**config.mk**
```make
export PLATFORM = sky130hd
export DESIGN_NAME = sigma_delta_modulator
export DESIGN_NICKNAME = d
export VERILOG_FILES = /design/src/rtl/sdm_pkg.sv /design/src/rtl/sigma_delta_modulator_quantizer.sv /design/src/rtl/sigma_delta_modulator.sv
export SDC_FILE = /design/constraint.sdc
export NUM_CORES = 1
export LEC_CHECK = 0
export CAP_MARGIN = 5
export CORE_MARGIN = 4
export CORE_UTILIZATION = 60
export CTS_BUF_LIST = sky130_fd_sc_hd__clkbuf_4 sky130_fd_sc_hd__clkbuf_8 sky130_fd_sc_hd__clkbuf_16
export DETAILED_ROUTE_END_ITERATION = 10
export HOLD_SLACK_MARGIN = 0.02
export PLACE_DENSITY = 0.84
export RECOVER_POWER = 50
export SLEW_MARGIN = 10
export SYNTH_ARGS = -nofsm -noshare
export SYNTH_HDL_FRONTEND = slang
export SYNTH_SLANG_ARGS = --single-unit
```
**constraint.sdc**
```tcl
create_clock -name clk -period 11.4 [get_ports clk]
set_clock_uncertainty 0.1 [all_clocks]
set_input_delay 3.42 -clock clk [delete_from_list [all_inputs] [get_ports clk]]
set_output_delay 3.42 -clock clk [all_outputs]
set_load 0.03 [all_outputs]
```
**src/rtl/sdm_pkg.sv**
```systemverilog
// sdm_pkg -- shared definitions for the second-order sigma-delta modulator.
//
// Contents:
//   sdm_state_t : modulator control states (IDLE, RUN)
//   FB_SHIFT    : feedback shift for the default 16-bit PCM / 5-bit code setup
//   QMAX        : largest magnitude the quantizer may emit
//   SAT_W       : width of the wide arithmetic domain used for saturation
//   sat_add()   : signed add clipped symmetrically to +/-limit

package sdm_pkg;

  typedef enum logic {
    IDLE = 1'b0,
    RUN  = 1'b1
  } sdm_state_t;

  localparam int FB_SHIFT = 11;
  localparam int QMAX     = 15;
  localparam int SAT_W    = 64;

  // Operands arrive already sign-extended to SAT_W, so the raw sum cannot wrap
  // for any integrator width the modulator is built with.
  function automatic logic signed [SAT_W-1:0] sat_add(
    input logic signed [SAT_W-1:0] a,
    input logic signed [SAT_W-1:0] b,
    input logic signed [SAT_W-1:0] limit
  );
    logic signed [SAT_W-1:0] sum;
    sum = a + b;
    if (sum > limit) begin
      return limit;
    end else if (sum < -limit) begin
      return -limit;
    end
    return sum;
  endfunction

endpackage

```
**src/rtl/sigma_delta_modulator_quantizer.sv**
```systemverilog
// sdm_quantizer -- combinational multi-level quantizer for the modulator.
//
// Rounds the second integrator to the nearest multiple of 2^FB_SHIFT and
// clamps the resulting code to [-QMAX, +QMAX].
//
// Ports:
//   acc : second integrator value (signed, ACC_WIDTH bits)
//   q   : quantized code (signed, OUTPUT_WIDTH bits)

module sdm_quantizer
  import sdm_pkg::*;
#(
  parameter int ACC_WIDTH    = 28,
  parameter int FB_SHIFT     = sdm_pkg::FB_SHIFT,
  parameter int OUTPUT_WIDTH = 5
) (
  input  logic signed [ACC_WIDTH-1:0]    acc,
  output logic signed [OUTPUT_WIDTH-1:0] q
);

  // One extra bit keeps the rounding offset from overflowing at full scale.
  localparam int SW = ACC_WIDTH + 1;
  localparam logic signed [SW-1:0] HALF = SW'(2 ** (FB_SHIFT - 1));
  localparam logic signed [SW-1:0] QHI  = SW'(QMAX);
  localparam logic signed [SW-1:0] QLO  = -QHI;

  logic signed [SW-1:0] acc_ext;
  logic signed [SW-1:0] rounded;
  logic signed [SW-1:0] shifted;
  logic signed [SW-1:0] clamped;

  // Arithmetic right shift gives floor(), so adding half first rounds to nearest
  // with ties going toward +infinity.
  always_comb begin
    acc_ext = {acc[ACC_WIDTH-1], acc};
    rounded = acc_ext + HALF;
    shifted = rounded >>> FB_SHIFT;
    clamped = shifted;
    if (shifted > QHI) begin
      clamped = QHI;
    end else if (shifted < QLO) begin
      clamped = QLO;
    end
    q = OUTPUT_WIDTH'(clamped);
  end

endmodule

```
**src/rtl/sigma_delta_modulator.sv**
```systemverilog
// sigma_delta_modulator -- second-order multi-bit sigma-delta modulator.
//
// Accepts one signed PCM sample per OSR clocks through a one-entry holding
// register and produces a registered signed modulator code every clock while
// running. Noise transfer function is (1 - z^-1)^2.
//
// Ports:
//   clk       : modulator clock
//   rst_n     : synchronous active-low reset
//   en        : run enable
//   pcm_valid : PCM sample offered
//   pcm_ready : holding register empty
//   pcm_data  : signed PCM sample
//   out_valid : out_data valid this clock
//   out_data  : signed modulator code in [-QMAX, +QMAX]
//   underrun  : one-clock pulse, no fresh sample at a phase boundary
//   overload  : one-clock pulse, integrators cleared after |i2| overload

module sigma_delta_modulator
  import sdm_pkg::*;
#(
  parameter int PCM_WIDTH    = 16,
  parameter int OUTPUT_WIDTH = 5,
  parameter int OSR          = 64,
  parameter int ACC_WIDTH    = 28,
  parameter int OVL_LIMIT    = 2 ** 21
) (
  input  logic                           clk,
  input  logic                           rst_n,
  input  logic                           en,
  input  logic                           pcm_valid,
  output logic                           pcm_ready,
  input  logic signed [PCM_WIDTH-1:0]    pcm_data,
  output logic                           out_valid,
  output logic signed [OUTPUT_WIDTH-1:0] out_data,
  output logic                           underrun,
  output logic                           overload
);

  localparam int SHIFT_BITS = PCM_WIDTH - OUTPUT_WIDTH;
  localparam int PHASE_W    = (OSR > 1) ? $clog2(OSR) : 1;
  localparam logic [PHASE_W-1:0] PHASE_LAST = PHASE_W'(OSR - 1);

  localparam logic signed [SAT_W-1:0] ACC_MAX =
    (SAT_W'(1) <<< (ACC_WIDTH - 1)) - SAT_W'(1);
  localparam logic signed [SAT_W-1:0] OVL_W = SAT_W'(OVL_LIMIT);

  sdm_state_t state;
  sdm_state_t state_next;

  logic                        hold_full;
  logic signed [PCM_WIDTH-1:0] hold_data;
  logic signed [PCM_WIDTH-1:0] x;
  logic [PHASE_W-1:0]          phase;
  logic signed [ACC_WIDTH-1:0] i1;
  logic signed [ACC_WIDTH-1:0] i2;

  logic signed [OUTPUT_WIDTH-1:0] q;

  logic signed [SAT_W-1:0] i1_w;
  logic signed [SAT_W-1:0] i2_w;
  logic signed [SAT_W-1:0] xs_w;
  logic signed [SAT_W-1:0] q_w;
  logic signed [SAT_W-1:0] fb_w;
  logic signed [SAT_W-1:0] i1_sum;
  logic signed [SAT_W-1:0] i2_sum;

  logic run_active;
  logic start;
  logic boundary;
  logic xfer;
  logic ovl;

  // Quantizer always looks at the current (pre-update) second integrator.
  sdm_quantizer #(
    .ACC_WIDTH    (ACC_WIDTH),
    .FB_SHIFT     (SHIFT_BITS),
    .OUTPUT_WIDTH (OUTPUT_WIDTH)
  ) u_quantizer (
    .acc (i2),
    .q   (q)
  );

  assign pcm_ready = ~hold_full;

  // The holding register only accepts while empty, so a PCM transfer can never
  // coincide with a boundary or start load, both of which need it full.
  assign xfer       = pcm_valid && !hold_full;
  assign run_active = (state == RUN) && en;
  assign start      = (state == IDLE) && en && hold_full;
  assign boundary   = run_active && (phase == PHASE_LAST);

  // Everything is widened to SAT_W so the two-term updates cannot wrap before
  // saturation is applied.
  assign i1_w = {{(SAT_W - ACC_WIDTH){i1[ACC_WIDTH-1]}}, i1};
  assign i2_w = {{(SAT_W - ACC_WIDTH){i2[ACC_WIDTH-1]}}, i2};
  assign xs_w = {{(SAT_W - PCM_WIDTH){x[PCM_WIDTH-1]}}, x};
  assign q_w  = {{(SAT_W - OUTPUT_WIDTH){q[OUTPUT_WIDTH-1]}}, q};
  assign fb_w = q_w <<< SHIFT_BITS;

  assign i1_sum = sat_add(i1_w, xs_w - fb_w, ACC_MAX);
  assign i2_sum = sat_add(i2_w, i1_w - (fb_w <<< 1), ACC_MAX);

  assign ovl = (i2_w > OVL_W) || (i2_w < -OVL_W);

  always_comb begin
    state_next = state;
    case (state)
      IDLE: if (en && hold_full) state_next = RUN;
      RUN:  if (!en) state_next = IDLE;
      default: state_next = IDLE;
    endcase
  end

  always_ff @(posedge clk) begin
    if (!rst_n) begin
      state     <= IDLE;
      hold_full <= 1'b0;
      hold_data <= '0;
      x         <= '0;
      phase     <= '0;
      i1        <= '0;
      i2        <= '0;
      out_valid <= 1'b0;
      out_data  <= '0;
      underrun  <= 1'b0;
      overload  <= 1'b0;
    end else begin
      state    <= state_next;
      underrun <= 1'b0;
      overload <= 1'b0;

      if (xfer) begin
        hold_data <= pcm_data;
        hold_full <= 1'b1;
      end else if (start || (boundary && hold_full)) begin
        hold_full <= 1'b0;
      end

      // A missing sample at the boundary keeps x, so the modulator repeats it.
      if (start || (boundary && hold_full)) begin
        x <= hold_data;
      end

      if (boundary && !hold_full) begin
        underrun <= 1'b1;
      end

      // Leaving RUN (or sitting in IDLE) zeroes the loop and the output in the
      // same edge, so the clock after en drops already shows idle values.
      if (run_active) begin
        phase     <= boundary ? '0 : phase + 1'b1;
        out_data  <= q;
        out_valid <= 1'b1;
        if (ovl) begin
          i1       <= '0;
          i2       <= '0;
          overload <= 1'b1;
        end else begin
          i1 <= ACC_WIDTH'(i1_sum);
          i2 <= ACC_WIDTH'(i2_sum);
        end
      end else begin
        phase     <= '0;
        out_data  <= '0;
        out_valid <= 1'b0;
        i1        <= '0;
        i2        <= '0;
      end
    end
  end

endmodule
```
==> results of run 1 <==
final cells by class:
cell class                 count  area (µm²)  area share (%)
multi-input combinational    880        6280            63.7
clock inverter                 7         114            1.15
clock buffer                   9         225            2.28
inverter                     172         646            6.54
sequential                   104        2080            21.1
timing repair buffer          29         288            2.92
tap                          184         230            2.33
worst min-delay path: cells and delay by family (launching register included):
kind	cells	cell delay (ns)
DFF	1	0.31
and+or+nand+nor	1	0.05
AOI/OAI and AO/OA	1	0.06
registers in the layout, indices dropped and copies added, names as in the netlist, 5 cells and up:
name and cells:
i2 28, hold_data 16, phase 6, i1 28, x 16, out_data 5
cell families after synthesis:
family,count (synthesis)
mux,19
fa+ha+maj,115
buf+inv,209
flops,104
simple gates,385
compound gates,307
xor+xnor,54
cells in the mapped netlist (7+ instances only):
library cell / n / share of area (%)
a211oi_1: 10 / 0.82
a21boi_0: 20 / 1.6
a21o_1: 21 / 1.7
a21oi_1: 78 / 4.3
and2_1: 11 / 0.75
and3_1: 13 / 0.89
clkbuf_1: 27 / 1.1
dfxtp_1: 104 / 23
fa_1: 29 / 6.3
ha_1: 85 / 12
inv_1: 172 / 7.0
mux2i_1: 18 / 2.0
nand2_1: 121 / 5.0
nand2b_1: 11 / 0.75
nand3_1: 33 / 1.8
nand4_1: 19 / 1.3
nor2_1: 82 / 3.4
nor2b_1: 23 / 1.6
nor3_1: 23 / 1.3
nor4_1: 10 / 0.68
o211a_1: 7 / 0.76
o21a_1: 18 / 1.5
o21ai_0: 57 / 3.1
o21ai_1: 7 / 0.38
o21bai_1: 7 / 0.57
or3_1: 9 / 0.61
xnor2_1: 25 / 2.4
xor2_1: 29 / 2.8
final timing paths:
check                              startpoint            end  depth (start not counted)
worst max-delay path                   i2[11]          i1[1]                         22
worst min register to register  hold_data[13]  hold_data[13]                          2
worst min-delay path            hold_data[13]  hold_data[13]                          2
worst max register to register         i2[11]          i1[1]                         22
stage by stage:
| stage | cells | instance area, µm² |
|---|---|---|
| floorplan | 1193 | 9160 |
| global placement | 1369 | 9530 |
| detailed placement | 1369 | 9530 |
| CTS | 1385 | 9870 |
| global route | 1385 | 9870 |
| finish | 1385 | 9870 |
per-layer routing:
metal	part of all wire, %	GRT usage, %	vias up
met5	0	0	-
met4	3.3	10.2	0
met3	7.2	3.98	58
met2	46	43.4	341
met1	43	36.4	3984
li1	-	-	4115
cells in the final DEF, fill, tap and decap left out, types with 5 or more instances in the layout:
cell and count:
and3_1 13, nand2b_1 11, dlygate4sd3_1 12, inv_1 172, dfxtp_1 104, nor3_1 23
nor2_1 82, a31oi_1 6, ha_1 85, a21o_1 21, o31ai_1 6, a21oi_1 77
nor4_1 10, o21a_1 18, clkdlybuf4s50_1 16, clkbuf_16 9, nand2_1 121, o22ai_1 6
and4_1 5, o21ai_1 7, a21boi_0 20, nand4_1 19, xor2_1 29, fa_1 29
a211oi_1 10, a211o_1 5, o21ai_2 5, o21bai_1 7, mux2i_1 18, or3_1 9
o211a_1 7, o21ai_0 57, nand2_2 6, o211ai_1 6, xnor2_1 25, and2_1 10
nand3_1 33, nor2b_1 23
==> impl_summary.md, run 1 <==
Synth
The mean post-synth cell area is roughly 7.7 µm². Of the synthesized area, sequential elements account for between 20% and 30%. Summing the areas of all compound-gate instances in the mapped netlist gives 22.6% of the synthesized area. The main combinational cell family by area after synthesis is compound AO/OA/AOI/OAI gates. In this run the cell area of the synthesized design comes to 9160 µm².

The number of synthesized flops with an enable pin is 0. The xor and xnor fraction of the mapped netlist area is 5.16%. The number of distinct library cell variants in the gate-level netlist after synthesis is 82. The multiplexer share of the synthesized area is 2.09%.

Synthesis produced a netlist with a net count of 1327. Summing the areas of all and, or, nand and nor instances in the mapped netlist gives 20.5% of the synthesized area. The number of synthesis warnings is 0. After synthesis, the share of flip-flops with an asynchronous set or reset is 0%. The gate count after technology mapping is around 1200. After Yosys synthesis, full adders, half adders and majority gates account for a little under a fifth of the synthesized area. In the synthesized netlist the dominant register cell turns out to be dfxtp_1. The number of storage elements in the synthesis netlist is 104.

Final layout
The signed area change from the synthesized netlist to the final layout is 7.67%. 0 antenna diodes ended up in the layout. The final layout contains between 1000 and 1500 nets. The number of filler cells placed in the layout is 1261.

The post-route netlist has about 4% of its cells at a drive strength greater than 1. The share of the core filled with cells in the final layout is around 67%.

Setup path
In this run the worst path has a maximum fanout of 19. By instance count, the cell type seen most on the critical path is ha_1. The critical path class is reg -> reg. The cell with the largest stage delay on the worst path is or3_1.

The kind of end point of the critical path is a flip-flop. The gate family responsible for the most delay along the worst path is simple AND/OR/NAND/NOR gates. The setup check on the worst reg-to-reg path leaves a slack of approximately 4.3 ns. The data arrival at the endpoint of the critical path is 7.15 ns.

Walking the worst path, the cells encountered are ha_1, nand3_1, nor2_1, and3_1, nand3_1, xnor2_1, or4_1, a2111oi_1, a21oi_1, nor2_2, xor2_1, ha_1, ha_1, nand2_1, nor3_1, o21ai_1, a211oi_1, o21ai_0, o2bb2ai_1, xnor2_1, or3_1, o311ai_0. The required time at the worst-slack endpoint is approximately 11 ns. The number of buffers and inverters on the critical path is 0. STA classifies the critical path startpoint as a flip-flop.

In this design, the stage delay of the slowest critical-path cell is 0.77 ns.

Floorplanning
The die width is ~130 µm. The y dimension of the die is between 100 and 150 µm. The count of standard-cell rows is between 40 and 50. The die outline area is approximately 17000 µm². The total area inside the core boundary comes to between 10000 and 15000 µm².

Once the floorplan was initialized, standard cells occupied between 60 and 70% of the core. The I/O pin count is 29.

Global route
The global-route wire length before repair is ~39000 µm. Entering global routing, the biggest net connects 37 pins. The overall track demand over capacity in global routing is between 20 and 30%. The via count of the first global-routing pass is about 8000. The number of antenna violations at the first check in global routing was 0. The total global routing overflow is 0.

Clocking
The later-pin clock latency in the skew report is around 0.35 ns. The clock transition at the register clock pins on the worst setup and hold paths after CTS is ~0.070 ns. The TritonCTS sink count is about 100. The clock tree buffer depth is 2. TritonCTS built the clock tree.

The number of cells upsized or downsized after cts is 0. The CTS H-tree depth is 3. The cell sitting at the root of the clock tree is a clkbuf_16. The number of buffers added for setup after CTS is 0. The number of buffers inserted during clock tree synthesis is 9. In this run, post-CTS hold repair placed 0 buffers.

Placement
The pre-CTS setup slack is approximately 4.4 ns. The count of buffers added on input and output ports is 28. Once detailed placement completed, the half-perimeter wirelength came to roughly 19000 µm. At the end of routability-driven placement, the weighted congestion stood at around 0.96.

Routing
The number of DRC markers in iteration 0 is 761. The number of vias per cell is approximately 6.1. The total number of vias is 8498.

The average wire length per cell after detail routing is about 17 µm. The number of antenna-violating nets in the routed design is 0. Before antenna repair, the detailed router went through 5 iterations. The wire length after detailed routing is about 23000 µm. The count of unresolved DRC violations after routing is 0.

STA
The fraction of the cycle the final worst path needs is between 60% and 70%. The number of endpoints with negative hold slack in the final report is 0. The worst hold-check slack is approximately 0.37 ns. The smallest setup slack after layout is 4.33 ns. Setup repair after global routing left no endpoint under its margin. The clock period could shrink to approximately 7.1 ns. The number of setup violations in the final report is 0.

The worst pin sits at a relative slew slack of -95.5%. The setup total negative slack is 0 ns. The highest clock frequency the design can meet is 0.141 GHz.

The pin slew with the least headroom to its limit is 2.90 ns. The final max-slew violation count is 18.

Run
The tool flagged a number of max-cap violations equal to 1.

Run status
The checks that failed: max-capacitance violations, max-slew violations. The run finished, with violations left.

Min path
The class of the tightest hold or removal check is reg -> reg.
Power of run 1 is left out: the tool's default activity adds up to more than one toggle a clock period on the data nets, which glitch-free logic cannot reach.
==> run 2, diff against run 1 <==
==> constraint.sdc (replaced) <==
create_clock -name clk -period 6.7 [get_ports clk]
set_clock_uncertainty 0.1 [all_clocks]
set_input_delay 2.01 -clock clk [delete_from_list [all_inputs] [get_ports clk]]
set_output_delay 2.01 -clock clk [all_outputs]
set_load 0.03 [all_outputs]
==> run 2 against run 1 <==
Net effect: the run still ends with max-capacitance violations, max-slew violations left; critical path depth shrank 1; global-route usage increased by 1.3 points; register-to-register slack got worse by 4.0 ns; core utilization up 0.47 points; critical path type unchanged.
==> impl_summary.md, run 2 (synthesis results as in run 1) <==
Run status
Status: finished, violations left (unchanged). Violated checks: max-capacitance violations, max-slew violations (unchanged).

Routing
The count of TritonRoute iterations in the first routing pass was 5 (unchanged). The total number of vias is 8714 (was 8498). The routed length on met1 came to 10700 µm (was 10200 µm).

The number of DRC markers in iteration 0 came to 998 (was 761). The top layer used by detailed routing was met4 (unchanged). The wire length on met3 was 2210 µm (was 1680 µm). The average wire length per cell after detail routing is 17.7 µm (was 17.0 µm). The number of vias per cell came to 6.22 (was 6.14). The routed wire length on met2 is 11200 µm (was 10800 µm).

The wire length after detailed routing is 24900 µm (was 23500 µm). The count of unresolved DRC violations after routing is 0 (unchanged). The number of antenna-violating nets in the routed design is 0 (unchanged).

STA
The number of endpoints with negative hold slack in the final report was 0 (unchanged). Unrepaired setup endpoints after global routing: false (unchanged). The final max-slew violation count is 18 (unchanged). The worst hold-check slack is 0.356 ns (was 0.371 ns). The minimum period implied by the final worst setup slack is 6.42 ns (was 7.07 ns). The relative max-transition margin was -100% (was -95.5%). The fraction of the cycle the final worst path needs is 95.8% (was 62.0%).

The setup total negative slack is 0 ns (unchanged). The highest clock frequency the design can meet came to 0.156 GHz (was 0.141 GHz). The number of setup violations in the final report is 0 (unchanged).

The pin slew with the least headroom to its limit is 2.97 ns (was 2.90 ns).

Floorplanning
The y dimension of the die was 132 µm (unchanged). The count of standard-cell rows is 44 (unchanged). The initial cell density of the core is 62.1% (unchanged). The die outline area is 17300 µm² (unchanged).

The die width was 132 µm (unchanged). The I/O pin count is 29 (unchanged). The core area is 14800 µm² (unchanged).

Final layout
The total inserted antenna cells is 0 (unchanged). The share of the core filled with cells in the final layout is 67.3% (was 66.9%). The number of filler cells placed in the layout is 1255 (was 1261). Commonest non-fill, non-tap cells in the layout: inv_1, nand2_1, dfxtp_1 (unchanged). The most common cell after layout, fill and taps aside is inv_1 (unchanged). The final non-filler cell area is 9940 µm² (was 9870 µm²). Registers with the most flip-flops: i1 (28), i2 (28) (unchanged). The layout cell share with drive strength beyond 1 is 5.26% (was 4.00%). The number of nets at the end of the flow is 1346 (was 1330). The signed area change from the synthesized netlist to the final layout is 8.44% (was 7.67%).

Clocking
The number of buffers inserted during clock tree synthesis is 9 (unchanged). The cell chosen for the clock root is clkbuf_16 (unchanged). The TritonCTS sink count came to 104 (unchanged). The number of buffers added for setup after CTS is 0 (unchanged). The number of cells upsized or downsized after cts was 0 (unchanged). The TritonCTS clock tree is done (unchanged). The number of hold buffers added after cts is 0 (unchanged). The clock transition at the register clock pins on the worst setup and hold paths after CTS is 0.07 ns (about the same). The CTS H-tree depth is 3 (unchanged). The later-pin clock latency in the skew report was 0.36 ns (was 0.35 ns). The clock tree buffer depth is 2 (unchanged).

Setup path
The number of buffers and inverters on the critical path is 1 (was 0). The data arrival at the endpoint of the critical path came to 6.61 ns (was 7.15 ns). The kind of end point of the critical path is a flip-flop (unchanged).

The biggest cell delay along the critical path is 0.53 ns (was 0.77 ns). The highest net fanout along the worst path is 15 (was 19). The type of element launching the critical path is a flip-flop (unchanged). The gate family responsible for the most delay along the worst path was compound AO/OA/AOI/OAI gates (was simple AND/OR/NAND/NOR gates).

Series of cell instances along the critical path: ha_1, nand3_1, nor2_1, and3_1, nand3_1, xnor2_1, or4_1, a2111oi_1, nand2b_1, a21oi_1, fa_1, ha_1, a21oi_1, o21ai_1, o31a_1, o41ai_4, nand3_1, o311a_2, or3_1, buf_4, a21boi_1 (was ha_1, nand3_1, nor2_1, and3_1, nand3_1, xnor2_1, or4_1, a2111oi_1, a21oi_1, nor2_2, xor2_1, ha_1, ha_1, nand2_1, nor3_1, o21ai_1, a211oi_1, o21ai_0, o2bb2ai_1, xnor2_1, or3_1, o311ai_0). The cell seen most often among critical-path stages is nand3_1 (was ha_1). The critical path class is reg -> reg (unchanged). The cell with the largest stage delay on the worst path is or4_1 (was or3_1). The required time at the worst-slack endpoint is 6.89 ns (was 11.48 ns).

Global route
The number of antenna violations at the first check in global routing is 0 (unchanged). The global-route wire length before repair is 40400 µm (was 38600 µm). The overall track demand over capacity in global routing is 28.1% (was 26.8%). The largest net degree at the start of global routing was 36 (was 37).

The via count of the first global-routing pass came to 8133 (was 7856). The total global routing overflow was 0 (unchanged).

Placement
The estimated wirelength of the detail-placed design was 19600 µm (was 18700 µm). The final estimated routing congestion in global placement is 1.02 (was 0.961). The number of I/O port buffers is 28 (unchanged). The total placed instance area is 9650 µm² (was 9530 µm²).

Run
The number of maximum-capacitance violations is 1 (unchanged).

Min path
The class of the tightest hold or removal check is reg -> reg (unchanged).
## run 2: final timing paths
path	end	slack, ns	start	depth (start not counted)
max	i1[5]	0.28	i2[10]	21
min	phase[0]	0.36	phase[0]	1
max reg2reg	i1[5]	0.28	i2[10]	21
min reg2reg	phase[0]	0.36	phase[0]	1
## run 2: metrics by stage
| stage | setup slack, ns | cells |
|---|---|---|
| floorplan | 0.109 | 1193 |
| global placement | 0.565 | 1385 |
| detailed placement | 0.368 | 1385 |
| CTS | 0.353 | 1401 |
| global route | 0.0138 | 1401 |
| finish | 0.281 | 1401 |
## run 2: layout make-up
class	instances	area (µm²)	share of cell area, %
clock buffer	9	225	2.27
clock inverter	7	61.3	0.617
inverter	172	646	6.50
multi-input combinational	880	6290	63.3
sequential	104	2080	21.0
tap	184	230	2.32
timing repair buffer	45	404	4.07
## run 2: per-layer routing
metal / vias to the layer above / GRT usage (%)
li1: 4155 / -
met1: 4049 / 38.9
met2: 449 / 45.0
met3: 61 / 4.82
met4: 0 / 8.58
met5: - / 0
Power of run 2 is left out for the same reason.
